`src/rtl/cdb_arbiter_if.sv`:
```
// Bundle between the completing functional units and the CDB producer.
// The master side is the set of functional units plus the CDB listeners,
// the slave side is the arbiter that buffers completions and drives the CDB.
interface cdb_arbiter_if #(
    parameter int PREG_WIDTH = 7,
    parameter int ROB_WIDTH  = 4,
    parameter int NUM_SRC    = 3
);
    localparam int SRC_W = (NUM_SRC > 1) ? $clog2(NUM_SRC) : 1;

    // Completion side, one lane per functional unit
    logic [NUM_SRC-1:0]            i_fu_valid;
    logic [NUM_SRC*PREG_WIDTH-1:0] i_fu_prd;
    logic [NUM_SRC*ROB_WIDTH-1:0]  i_fu_rob_tag;
    logic [NUM_SRC*32-1:0]         i_fu_data;
    logic [NUM_SRC-1:0]            o_fu_ready;

    // Broadcast side
    logic                          o_cdb_valid;
    logic [PREG_WIDTH-1:0]         o_cdb_prd;
    logic [ROB_WIDTH-1:0]          o_cdb_rob_tag;
    logic [31:0]                   o_cdb_data;
    logic [SRC_W-1:0]              o_cdb_src;

    modport master (
        output i_fu_valid,
        output i_fu_prd,
        output i_fu_rob_tag,
        output i_fu_data,
        input  o_fu_ready,
        input  o_cdb_valid,
        input  o_cdb_prd,
        input  o_cdb_rob_tag,
        input  o_cdb_data,
        input  o_cdb_src
    );

    modport slave (
        input  i_fu_valid,
        input  i_fu_prd,
        input  i_fu_rob_tag,
        input  i_fu_data,
        output o_fu_ready,
        output o_cdb_valid,
        output o_cdb_prd,
        output o_cdb_rob_tag,
        output o_cdb_data,
        output o_cdb_src
    );
endinterface

```
`src/rtl/cdb_arbiter.sv`:
```
// Common data bus producer.
// Each functional unit owns a small compacting queue of finished results.
// One result per cycle is granted onto the CDB by round-robin across the
// non-empty queues. A branch mispredict squashes every buffered or incoming
// result that is younger than the branch, measured from the ROB head so that
// tag wrap-around is handled naturally in ROB_WIDTH-bit arithmetic.
module cdb_arbiter #(
    parameter int PREG_WIDTH = 7,
    parameter int ROB_WIDTH  = 4,
    parameter int NUM_SRC    = 3,
    parameter int BUF_DEPTH  = 2
) (
    input  logic                 clk,
    input  logic                 reset,
    cdb_arbiter_if.slave         bus,
    input  logic [ROB_WIDTH-1:0] i_rob_head,
    input  logic                 branch_mispredict,
    input  logic [ROB_WIDTH-1:0] mispredict_rob_tag
);
    localparam int SRC_W = (NUM_SRC > 1) ? $clog2(NUM_SRC) : 1;
    localparam int CNT_W = $clog2(BUF_DEPTH + 1);

    // Age relative to the ROB head; larger age means younger instruction.
    function automatic logic is_younger(
        input logic [ROB_WIDTH-1:0] tag,
        input logic [ROB_WIDTH-1:0] head,
        input logic [ROB_WIDTH-1:0] ref_age
    );
        logic [ROB_WIDTH-1:0] age;
        age = tag - head;
        return (age > ref_age);
    endfunction

    logic                          ready_en_reg;
    logic [SRC_W-1:0]              rr_ptr_reg;
    logic [SRC_W-1:0]              rr_ptr_next;
    logic [ROB_WIDTH-1:0]          mispredict_age;

    logic [NUM_SRC-1:0]            cand;
    logic [NUM_SRC-1:0]            fu_ready;
    logic [NUM_SRC-1:0]            pop;
    logic [NUM_SRC*PREG_WIDTH-1:0] head_prd;
    logic [NUM_SRC*ROB_WIDTH-1:0]  head_tag;
    logic [NUM_SRC*32-1:0]         head_data;

    logic                          grant;
    logic [SRC_W-1:0]              winner;

    logic                          cdb_valid;
    logic [PREG_WIDTH-1:0]         cdb_prd;
    logic [ROB_WIDTH-1:0]          cdb_rob_tag;
    logic [31:0]                   cdb_data;
    logic [SRC_W-1:0]              cdb_src;

    assign mispredict_age = mispredict_rob_tag - i_rob_head;

    // Ready is held low through reset and for the first cycle after it.
    always_ff @(posedge clk) begin
        if (reset) begin
            ready_en_reg <= 1'b0;
        end else begin
            ready_en_reg <= 1'b1;
        end
    end

    // Per-source result queues: slot 0 is always the oldest accepted entry.
    for (genvar gi = 0; gi < NUM_SRC; gi++) begin : g_src
        logic [PREG_WIDTH-1:0] prd_mem   [BUF_DEPTH];
        logic [ROB_WIDTH-1:0]  tag_mem   [BUF_DEPTH];
        logic [31:0]           data_mem  [BUF_DEPTH];
        logic [PREG_WIDTH-1:0] prd_next  [BUF_DEPTH];
        logic [ROB_WIDTH-1:0]  tag_next  [BUF_DEPTH];
        logic [31:0]           data_next [BUF_DEPTH];
        logic [CNT_W-1:0]      count_reg;
        logic [CNT_W-1:0]      count_next;
        logic [CNT_W-1:0]      wr_idx;

        logic [PREG_WIDTH-1:0] in_prd;
        logic [ROB_WIDTH-1:0]  in_tag;
        logic [31:0]           in_data;
        logic                  accept;

        assign in_prd  = bus.i_fu_prd[gi*PREG_WIDTH +: PREG_WIDTH];
        assign in_tag  = bus.i_fu_rob_tag[gi*ROB_WIDTH +: ROB_WIDTH];
        assign in_data = bus.i_fu_data[gi*32 +: 32];

        // Credit is based on the registered count only; a pop in the same
        // cycle does not open an extra slot.
        assign fu_ready[gi] = ready_en_reg && !reset
                              && (count_reg < CNT_W'(BUF_DEPTH));
        assign accept       = bus.i_fu_valid[gi] && fu_ready[gi];
        assign cand[gi]     = (count_reg != '0);
        assign pop[gi]      = grant && (winner == SRC_W'(gi));

        assign head_prd[gi*PREG_WIDTH +: PREG_WIDTH] = prd_mem[0];
        assign head_tag[gi*ROB_WIDTH +: ROB_WIDTH]   = tag_mem[0];
        assign head_data[gi*32 +: 32]                = data_mem[0];

        // Rebuild the queue: drop the popped head and squashed entries,
        // pack survivors from slot 0 in order, then append a kept arrival.
        always_comb begin
            wr_idx = '0;
            for (int j = 0; j < BUF_DEPTH; j++) begin
                prd_next[j]  = prd_mem[j];
                tag_next[j]  = tag_mem[j];
                data_next[j] = data_mem[j];
            end
            for (int i = 0; i < BUF_DEPTH; i++) begin
                if ((CNT_W'(i) < count_reg)
                    && !(pop[gi] && (i == 0))
                    && !(branch_mispredict
                         && is_younger(tag_mem[i], i_rob_head, mispredict_age))) begin
                    for (int j = 0; j < BUF_DEPTH; j++) begin
                        if (CNT_W'(j) == wr_idx) begin
                            prd_next[j]  = prd_mem[i];
                            tag_next[j]  = tag_mem[i];
                            data_next[j] = data_mem[i];
                        end
                    end
                    wr_idx = wr_idx + 1'b1;
                end
            end
            // A squashed arrival still completes its handshake but is not stored.
            if (accept && !(branch_mispredict
                            && is_younger(in_tag, i_rob_head, mispredict_age))) begin
                for (int j = 0; j < BUF_DEPTH; j++) begin
                    if (CNT_W'(j) == wr_idx) begin
                        prd_next[j]  = in_prd;
                        tag_next[j]  = in_tag;
                        data_next[j] = in_data;
                    end
                end
                wr_idx = wr_idx + 1'b1;
            end
            count_next = wr_idx;
        end

        // Occupancy is the only queue state that needs a reset value.
        always_ff @(posedge clk) begin
            if (reset) begin
                count_reg <= '0;
            end else begin
                count_reg <= count_next;
            end
        end

        // Payload slots are plain storage, qualified by the occupancy count.
        always_ff @(posedge clk) begin
            for (int j = 0; j < BUF_DEPTH; j++) begin
                prd_mem[j]  <= prd_next[j];
                tag_mem[j]  <= tag_next[j];
                data_mem[j] <= data_next[j];
            end
        end
    end

    // Round-robin pick: first non-empty source at or after rr_ptr, wrapping.
    // No grant during reset or in a mispredict recovery cycle.
    always_comb begin
        int idx;
        idx    = 0;
        grant  = 1'b0;
        winner = '0;
        if (!reset && !branch_mispredict) begin
            for (int k = 0; k < NUM_SRC; k++) begin
                idx = int'(rr_ptr_reg) + k;
                if (idx >= NUM_SRC) begin
                    idx = idx - NUM_SRC;
                end
                if (!grant && cand[idx]) begin
                    grant  = 1'b1;
                    winner = SRC_W'(idx);
                end
            end
        end
    end

    // Pointer moves just past the winner; it holds when nothing is granted.
    always_comb begin
        rr_ptr_next = rr_ptr_reg;
        if (grant) begin
            if (winner == SRC_W'(NUM_SRC - 1)) begin
                rr_ptr_next = '0;
            end else begin
                rr_ptr_next = winner + 1'b1;
            end
        end
    end

    // Round-robin pointer register.
    always_ff @(posedge clk) begin
        if (reset) begin
            rr_ptr_reg <= '0;
        end else begin
            rr_ptr_reg <= rr_ptr_next;
        end
    end

    // Broadcast the head of the winning queue; everything is zero when idle.
    always_comb begin
        cdb_valid   = 1'b0;
        cdb_prd     = '0;
        cdb_rob_tag = '0;
        cdb_data    = '0;
        cdb_src     = '0;
        if (grant) begin
            cdb_valid   = 1'b1;
            cdb_prd     = head_prd[int'(winner)*PREG_WIDTH +: PREG_WIDTH];
            cdb_rob_tag = head_tag[int'(winner)*ROB_WIDTH +: ROB_WIDTH];
            cdb_data    = head_data[int'(winner)*32 +: 32];
            cdb_src     = winner;
        end
    end

    assign bus.o_fu_ready    = fu_ready;
    assign bus.o_cdb_valid   = cdb_valid;
    assign bus.o_cdb_prd     = cdb_prd;
    assign bus.o_cdb_rob_tag = cdb_rob_tag;
    assign bus.o_cdb_data    = cdb_data;
    assign bus.o_cdb_src     = cdb_src;

endmodule

```
`src/flat_wrapper.sv`:
```
// flat-port wrapper written by rule: the top's interface ports become plain ports
module cdb_arbiter_flat 
#(
    parameter int PREG_WIDTH = 7,
    parameter int ROB_WIDTH  = 4,
    parameter int NUM_SRC    = 3,
    parameter int BUF_DEPTH  = 2
)
  (clk, reset, i_rob_head, branch_mispredict, mispredict_rob_tag, bus_i_fu_valid, bus_i_fu_prd, bus_i_fu_rob_tag, bus_i_fu_data, bus_o_fu_ready, bus_o_cdb_valid, bus_o_cdb_prd, bus_o_cdb_rob_tag, bus_o_cdb_data, bus_o_cdb_src);
  cdb_arbiter_if #(.PREG_WIDTH(PREG_WIDTH), .ROB_WIDTH(ROB_WIDTH), .NUM_SRC(NUM_SRC)) bus_i ();
  input  logic clk;
  input  logic reset;
  input  logic [ROB_WIDTH-1:0] i_rob_head;
  input  logic branch_mispredict;
  input  logic [ROB_WIDTH-1:0] mispredict_rob_tag;
  input wire logic [$bits(bus_i.i_fu_valid)-1:0] bus_i_fu_valid;
  input wire logic [$bits(bus_i.i_fu_prd)-1:0] bus_i_fu_prd;
  input wire logic [$bits(bus_i.i_fu_rob_tag)-1:0] bus_i_fu_rob_tag;
  input wire logic [$bits(bus_i.i_fu_data)-1:0] bus_i_fu_data;
  output wire logic [$bits(bus_i.o_fu_ready)-1:0] bus_o_fu_ready;
  output wire logic [$bits(bus_i.o_cdb_valid)-1:0] bus_o_cdb_valid;
  output wire logic [$bits(bus_i.o_cdb_prd)-1:0] bus_o_cdb_prd;
  output wire logic [$bits(bus_i.o_cdb_rob_tag)-1:0] bus_o_cdb_rob_tag;
  output wire logic [$bits(bus_i.o_cdb_data)-1:0] bus_o_cdb_data;
  output wire logic [$bits(bus_i.o_cdb_src)-1:0] bus_o_cdb_src;
  assign bus_i.i_fu_valid = bus_i_fu_valid;
  assign bus_i.i_fu_prd = bus_i_fu_prd;
  assign bus_i.i_fu_rob_tag = bus_i_fu_rob_tag;
  assign bus_i.i_fu_data = bus_i_fu_data;
  assign bus_o_fu_ready = bus_i.o_fu_ready;
  assign bus_o_cdb_valid = bus_i.o_cdb_valid;
  assign bus_o_cdb_prd = bus_i.o_cdb_prd;
  assign bus_o_cdb_rob_tag = bus_i.o_cdb_rob_tag;
  assign bus_o_cdb_data = bus_i.o_cdb_data;
  assign bus_o_cdb_src = bus_i.o_cdb_src;
  cdb_arbiter #(.PREG_WIDTH(PREG_WIDTH), .ROB_WIDTH(ROB_WIDTH), .NUM_SRC(NUM_SRC), .BUF_DEPTH(BUF_DEPTH)) u_core (.clk(clk), .reset(reset), .bus(bus_i), .i_rob_head(i_rob_head), .branch_mispredict(branch_mispredict), .mispredict_rob_tag(mispredict_rob_tag));
endmodule
```
`config.mk`:
```
export PLATFORM = sky130hd
export DESIGN_NAME = cdb_arbiter_flat
export DESIGN_NICKNAME = d
export VERILOG_FILES = /design/src/rtl/cdb_arbiter_if.sv /design/src/rtl/cdb_arbiter.sv /design/src/flat_wrapper.sv
export SDC_FILE = /design/constraint.sdc
export NUM_CORES = 1
export LEC_CHECK = 0
export CORE_AREA = 2 2 149 151
export DETAILED_ROUTE_END_ITERATION = 12
export DIE_AREA = 0 0 151 153
export GPL_ROUTABILITY_DRIVEN = 0
export PLACE_DENSITY_LB_ADDON = 0.2
export SLEW_MARGIN = 40
export SYNTH_ARGS = -nofsm -noshare
export SYNTH_HDL_FRONTEND = slang
export SYNTH_SLANG_ARGS = --single-unit
```
`constraint.sdc`:
```
create_clock -name clk -period 17.27 [get_ports clk]
set_input_delay 2.5905 -clock clk [delete_from_list [all_inputs] [get_ports clk]]
set_output_delay 2.5905 -clock clk [all_outputs]
set_load 0.03 [all_outputs]
```
==> run metrics, run 1 <==
CP Buf/Inv Count=3; layout cells sized above 1=under 10%; Hold Crit Class=flip-flop to flip-flop; fin util=approximately 74%; Power per Cell Area=134 nW/µm²; Die Wd=about 150 µm; Worst-Skew Late Latency=roughly 0.54 ns; die height=~150 µm; sequential cell area=6640 µm²; Max-Cap Viols=0; Crit path arrival time=about 6 ns; Top Ports=192; All-Layer GR Usage=around 28%; setup TNS=0 ns; worst setup margin=roughly 8.7 ns; CTS buffer count=28; number of synthesized register bits=between 200 and 300; Crit path top cell by count=clkdlybuf4s50_1; initial antenna violation count=3; Post-Synth XOR/XNOR Area=under 10%; Worst Max-Slew Pin Slew=between 0.7 and 0.8 ns; vias in the first global route=between 9000 and 10000; CTS Sinks=267; FMAX=between 100 and 150 MHz; drt drc=0; relative max-transition margin=about half; Top reg by flops=u_core.g_src.data_mem; total power=approximately 2.1 mW; most frequent cells in the layout=191 x clkdlybuf4s50_1, 147 x nor2_1, 138 x dfxtp_1; Slowest cell on crit path=clkdlybuf4s50_1; crit path kind=primary input to output port; commonest non-fill, non-tap cell in the layout=clkdlybuf4s50_1; max reg flops=roughly 190; Final period util=49.8%; Core ar.=21500 µm²; number of routed nets with antenna violations=0; status=finished clean; max incr delay on CP=about 0.73 ns; Synth async-reset ratio=0%; max-slew violations=0; die area=around 23000 µm²; final hold vios=0; Cell variety after synth=54; Top Family by Delay on Critical Path=buffers and inverters; CTS resizes=0; # hold bufs at CTS=0; multi-input logic area=around 5400 µm²; vias per cell=roughly 5.9; Cells after Synth=1177; drt initial violations=between 700 and 800; post-DP HPWL=around 21000 µm; H-tree depth=1; Worst-path clk slew=around 0.060 ns; post-synthesis simple-gate area fraction=8.53%; P&R area growth vs syn=26.0%; Ys Warns=0; total wire length=between 30000 and 40000 µm; I/O Buffers=roughly 190; data required time of the worst path=about 15 ns; Layout Skew=0.00679 ns; Synth Area in Compound Gates=roughly 15%; critical path cell sequence=clkdlybuf4s50_1 -> a2111oi_0 -> o21a_2 -> buf_4 -> mux2_2 -> mux2i_1 -> nor2_1 -> clkdlybuf4s50_1; net count after synthesis=roughly 1400; largest family of logic cells by synthesized area=compound AO/OA/AOI/OAI gates; Mapped Area=12600 µm²; sequential share of the synthesized area=52.8%; Static Leak=6.29 nW; Setup-failing EPs final=0; Final Net Count=1553; Setup Buffers After CTS=0; DR WL/cell=20.0 µm; Fillers=roughly 1600; Largest regs=u_core.g_src.data_mem x192, u_core.g_src.prd_mem x42, u_core.g_src.tag_mem x24; TritonCTS clock tree=built; clk root buf=clkbuf_16; buffers from clock root to sink, at most=3; critical path capture point type=output port; Post-synth EDFFs=129; mux share of post-synthesis cell area=under 10%; row cnt=54; routed vias=~10000; WHS=between 0.5 and 0.6 ns; peak supply drop=around 0.09 mV; Main synth FF type=dfxtp_1; post-route minimum period=between 8 and 9 ns; synthesized area per cell=~11 µm²; Post-Synth Adder-Cell Area=7.72%; grt total ovfl=0; CP Max Fanout=37; First-pass DRT Iterations=9; first-pass GRT wire length=between 50000 and 60000 µm; CP startpoint kind=primary input; dpl ws=roughly 8.7 ns; RSZ-0062 raised after global routing=no; pin count of the biggest net entering global routing=between 50 and 60; initial cell density of the core=58.5%
[synthesized netlist by cell type (all sizes together) (3+ instances only)]
cell	instances	area, µm²
inv	76	288
nand3	49	245
a31oi	47	294
fa	10	200
or2	4	25.0
mux2i	93	931
a21o	11	82.6
mux2	3	33.8
nor2	150	563
maj3	3	31.3
nand2	20	75.1
a222oi	34	340
o221ai	4	35.0
o21ai	61	305
ha	59	738
clkbuf	40	154
edfxtp	129	3870
a21boi	4	30.0
a21oi	108	552
a211oi	4	30.0
o21a	4	30.0
o211ai	3	22.5
buf	37	218
nor3	7	35.0
xnor2	38	340
xor2	8	70.1
and3	5	31.3
dfxtp	138	2760
nand2b	7	43.8
[per-stage QoR]
step	instances	instance area, µm²
after floorplan	1177	12600
after global placement	1585	14600
after detailed placement	1590	14800
after CTS	1642	15800
after global routing	1644	15800
final	1645	15800
[path summary, 6_finish.rpt]
check | end | slack, ns | cells past startpoint | startpoint
hold / removal | u_core.g_src[0].data_mem[0][28] | 0.51 | 2 | u_core.g_src[0].data_mem[0][28]
hold reg to reg | u_core.g_src[0].data_mem[0][28] | 0.51 | 2 | u_core.g_src[0].data_mem[0][28]
setup reg to reg | u_core.g_src[0].data_mem[0][31] | 12.55 | 15 | u_core.g_src[0].tag_mem[0][5]
setup / recovery | bus_o_cdb_prd[0] | 8.67 | 8 | branch_mispredict
[cell type report]
cell class              count  area share (%)
well taps                 280            2.21
clock buffers              42            5.67
diodes                      2          0.0316
inverters                  76            1.83
clock inverters            10           0.719
flip-flops and latches    267            41.9
repair buffers            211            13.6
multi-input cells         757            34.0
[worst register-to-register path, stage by stage, from the launching register on]
cell      delay (ns)
edfxtp_1        0.44
ha_1            0.31
a21o_1          0.16
a21oi_1         0.16
xnor2_1         0.09
ha_1            0.30
and3_1          0.17
o21bai_1        0.12
maj3_2          0.22
o21a_4          0.49
clkinv_2        0.75
ha_1            0.48
nand4_1         0.13
buf_4           0.49
nor2_1          0.15
a31oi_1         0.19
[power by group]
part,total (mW),internal (mW),switching (mW)
registers,0.934,0.823,0.111
logic,0.545,0.258,0.287
clock network,0.637,0.389,0.248
total,2.12,1.47,0.646
[per-layer routing]
metal / track usage (%) / wire length [µm] / vias to the layer above
li1: - / - / 4629
met5: 0 / 16 / -
met2: 45.4 / 15500 / 399
met3: 6.66 / 3080 / 67
met4: 8.37 / 841 / 2
met1: 38.0 / 13400 / 4664
[kinds of logic after synthesis]
| group | count (synthesis) |
|---|---|
| multiplexers | 96 |
| AO/OA/AOI/OAI | 294 |
| XOR/XNOR | 46 |
| flip-flops | 267 |
| AND/OR/NAND/NOR | 249 |
| adder cells (fa/ha/maj) | 72 |
| buffers and inverters | 153 |
(Power assumes the default switching activity.)
==> run 2: changes to the inputs <==
--- a/config.mk
+++ b/config.mk
@@ -5,9 +5,9 @@
 export SDC_FILE = /design/constraint.sdc
 export NUM_CORES = 1
 export LEC_CHECK = 0
-export CORE_AREA = 2 2 149 151
+export CORE_AREA = 2 2 164 166
 export DETAILED_ROUTE_END_ITERATION = 12
-export DIE_AREA = 0 0 151 153
+export DIE_AREA = 0 0 166 168
 export GPL_ROUTABILITY_DRIVEN = 0
 export PLACE_DENSITY_LB_ADDON = 0.2
 export SLEW_MARGIN = 40
==> constraint.sdc (replaced) <==
create_clock -name clk -period 7.5 [get_ports clk]
set_input_delay 1.125 -clock clk [delete_from_list [all_inputs] [get_ports clk]]
set_output_delay 1.125 -clock clk [all_outputs]
set_load 0.03 [all_outputs]
==> run 2 against run 1 <==
Against the previous run:
- clock skew grew 0.0099 ns
- worst hold slack lost 0.016 ns
- count of clock-buffer cells in the layout grew 4
- register-to-register slack lost 9.2 ns
- via count shrank 2.5%
==> run metrics, run 2 (synthesis gave the netlist of run 1 again) <==
Top reg by flops=u_core.g_src.data_mem; H-tree depth=1; hold_sp=u_core.g_src[0].prd_mem[0][6]; initial cell density of the core=around 48%; TritonCTS clock tree=built; CTS resizes=0; drt initial violations=789; Endpoint, Worst Hold=u_core.g_src[0].prd_mem[0][6]; fin area=about 16000 µm²; Worst-Skew Late Latency=between 0.5 and 0.6 ns; Static Leak=between 6 and 7 nW; CP Buf/Inv Count=5; FF-to-FF End=u_core.g_src[0].data_mem[0][38]; cells on worst reg2reg path=11; drt drc=0; All-Layer GR Usage=between 20% and 30%; Slowest cell on crit path=clkdlybuf4s50_1; relative max-transition margin=50.5%; critical path cell sequence=clkdlybuf4s50_1 -> a311o_1 -> a211o_2 -> a21oi_4 -> buf_8 -> buf_4 -> a222oi_1 -> inv_1 -> clkdlybuf4s50_1; max incr delay on CP=a little under 0.8 ns; Worst Max-Slew Pin Slew=~0.74 ns; commonest non-fill, non-tap cell in the layout=clkdlybuf4s50_1; Setup Buffers After CTS=0; placed insts=1651; vias per cell=5.57; CP Max Fanout=14; Worst Hold Depth=2; pin count of the biggest net entering global routing=61; DR WL/cell=19.4 µm; Non-Filler Instances=about 1700; Final Net Count=about 1600; CP startpoint kind=primary input; peak supply drop=roughly 0.21 mV; RSZ-0062 raised after global routing=no; Power per Cell Area=around 300 nW/µm²; die area=about 28000 µm²; status=finished clean; FMAX=around 170 MHz; die height=168 µm; CTS buffer count=28; Placed Instance Area=~15000 µm²; setup TNS=0 ns; number of routed nets with antenna violations=0; First-pass DRT Iterations=6; Worst-path clk slew=around 0.06 ns; reg2reg setup slack=3.37 ns; most frequent cells in the layout=191 x clkdlybuf4s50_1, 147 x nor2_1, 138 x dfxtp_1; total wire length=approximately 33000 µm; Die Wd=166 µm; post-DP HPWL=22300 µm; Core ar.=26400 µm²; Largest regs=u_core.g_src.data_mem x192, u_core.g_src.prd_mem x42, u_core.g_src.tag_mem x24; data required time of the worst path=between 6 and 7 ns; Layout Skew=between 0.015 and 0.02 ns; clk root buf=clkbuf_16; sequential cell area=around 6600 µm²; routed vias=around 9500; # hold bufs at CTS=0; grt total ovfl=0; initial antenna violation count=6; multi-input logic area=between 5000 and 6000 µm²; Fillers=2213; Max-Cap Viols=0; buffers from clock root to sink, at most=3; crit path kind=primary input to output port; post-route minimum period=5.78 ns; critical path capture point type=output port; max reg flops=around 190; Hold Crit Class=flip-flop to flip-flop; WHS=just under 0.5 ns; Top Ports=~190; P&R area growth vs syn=25.8%; layout cells sized above 1=~6.3%; Crit path arrival time=~4.7 ns; Crit path top cell by count=clkdlybuf4s50_1; row cnt=60; I/O Buffers=roughly 190; Setup-failing EPs final=0; Final period util=around 77%; vias in the first global route=9092; final hold vios=0; CTS Sinks=approximately 270; first-pass GRT wire length=51100 µm; Top Family by Delay on Critical Path=buffers and inverters; max-slew violations=0; R2R Path Start=u_core.rr_ptr_reg[0]
==> run 2: changes by cell type in the layout (fill, tap and decap cells not counted), sizes merged <==
cell	change
diode	+3
clkinvlp	-1
buf	+1
clkinv	-2
clkbuf	+4
bufinv	-1
==> run 2: worst max path at each step <==
stage / startpoint / to / slack [ns] / depth (start not counted)
after floorplan: i_rob_head[1] / u_core.g_src[0].data_mem[0][32] / 0.77 / 15
after global placement: mispredict_rob_tag[0] / u_core.g_src[0].data_mem[0][38] / 1.42 / 15
after detailed placement: mispredict_rob_tag[0] / u_core.g_src[0].data_mem[0][38] / 1.55 / 15
after CTS: branch_mispredict / bus_o_cdb_rob_tag[1] / 1.68 / 8
after global routing: branch_mispredict / bus_o_cdb_data[21] / 1.66 / 9
final: branch_mispredict / bus_o_cdb_data[21] / 1.72 / 9
==> run 2: worst reg2reg max path, stage by stage, from the launching register on <==
cell and delay [ns]:
dfxtp_1 0.35, inv_1 0.05, ha_1 0.41, maj3_1 0.37
a211o_2 0.46, a21oi_4 0.44, or3_4 0.57, inv_4 0.08
ha_1 0.28, inv_1 0.08, nor2_4 0.17, buf_4 0.46
==> run 2: layout make-up <==
type | instances | share of cell area [%]
multi-input combinational | 757 | 34.1
inverter | 76 | 1.82
tap | 341 | 2.70
timing repair buffer | 212 | 13.6
clock buffer | 46 | 5.31
clock inverter | 6 | 0.404
antenna | 5 | 0.0792
sequential | 267 | 42.0
==> run 2: through the flow <==
| stage | worst slack [ns] | power, mW | utilization, % |
|---|---|---|---|
| after floorplan | 0.775 | 2.94 | - |
| after global placement | 1.42 | 3.33 | 56.1 |
| after detailed placement | 1.55 | 3.39 | 56.3 |
| after CTS | 1.68 | 4.75 | 59.8 |
| after global routing | 1.66 | 4.98 | 59.9 |
| final | 1.72 | 4.73 | 60.0 |
==> run 2: routing by layer <==
metal	up-vias	global-route usage, %	part of all wire [%]
li1	4622	-	-
met3	55	3.20	6.0
met1	4528	33.5	46
met5	-	0	0.039
met4	2	6.65	2.6
met2	311	36.4	45
==> run 2: where the power goes <==
group	internal, mW	switching, mW
Combinational	0.596	0.661
Clock	0.796	0.553
Sequential	1.89	0.232
Total	3.29	1.45
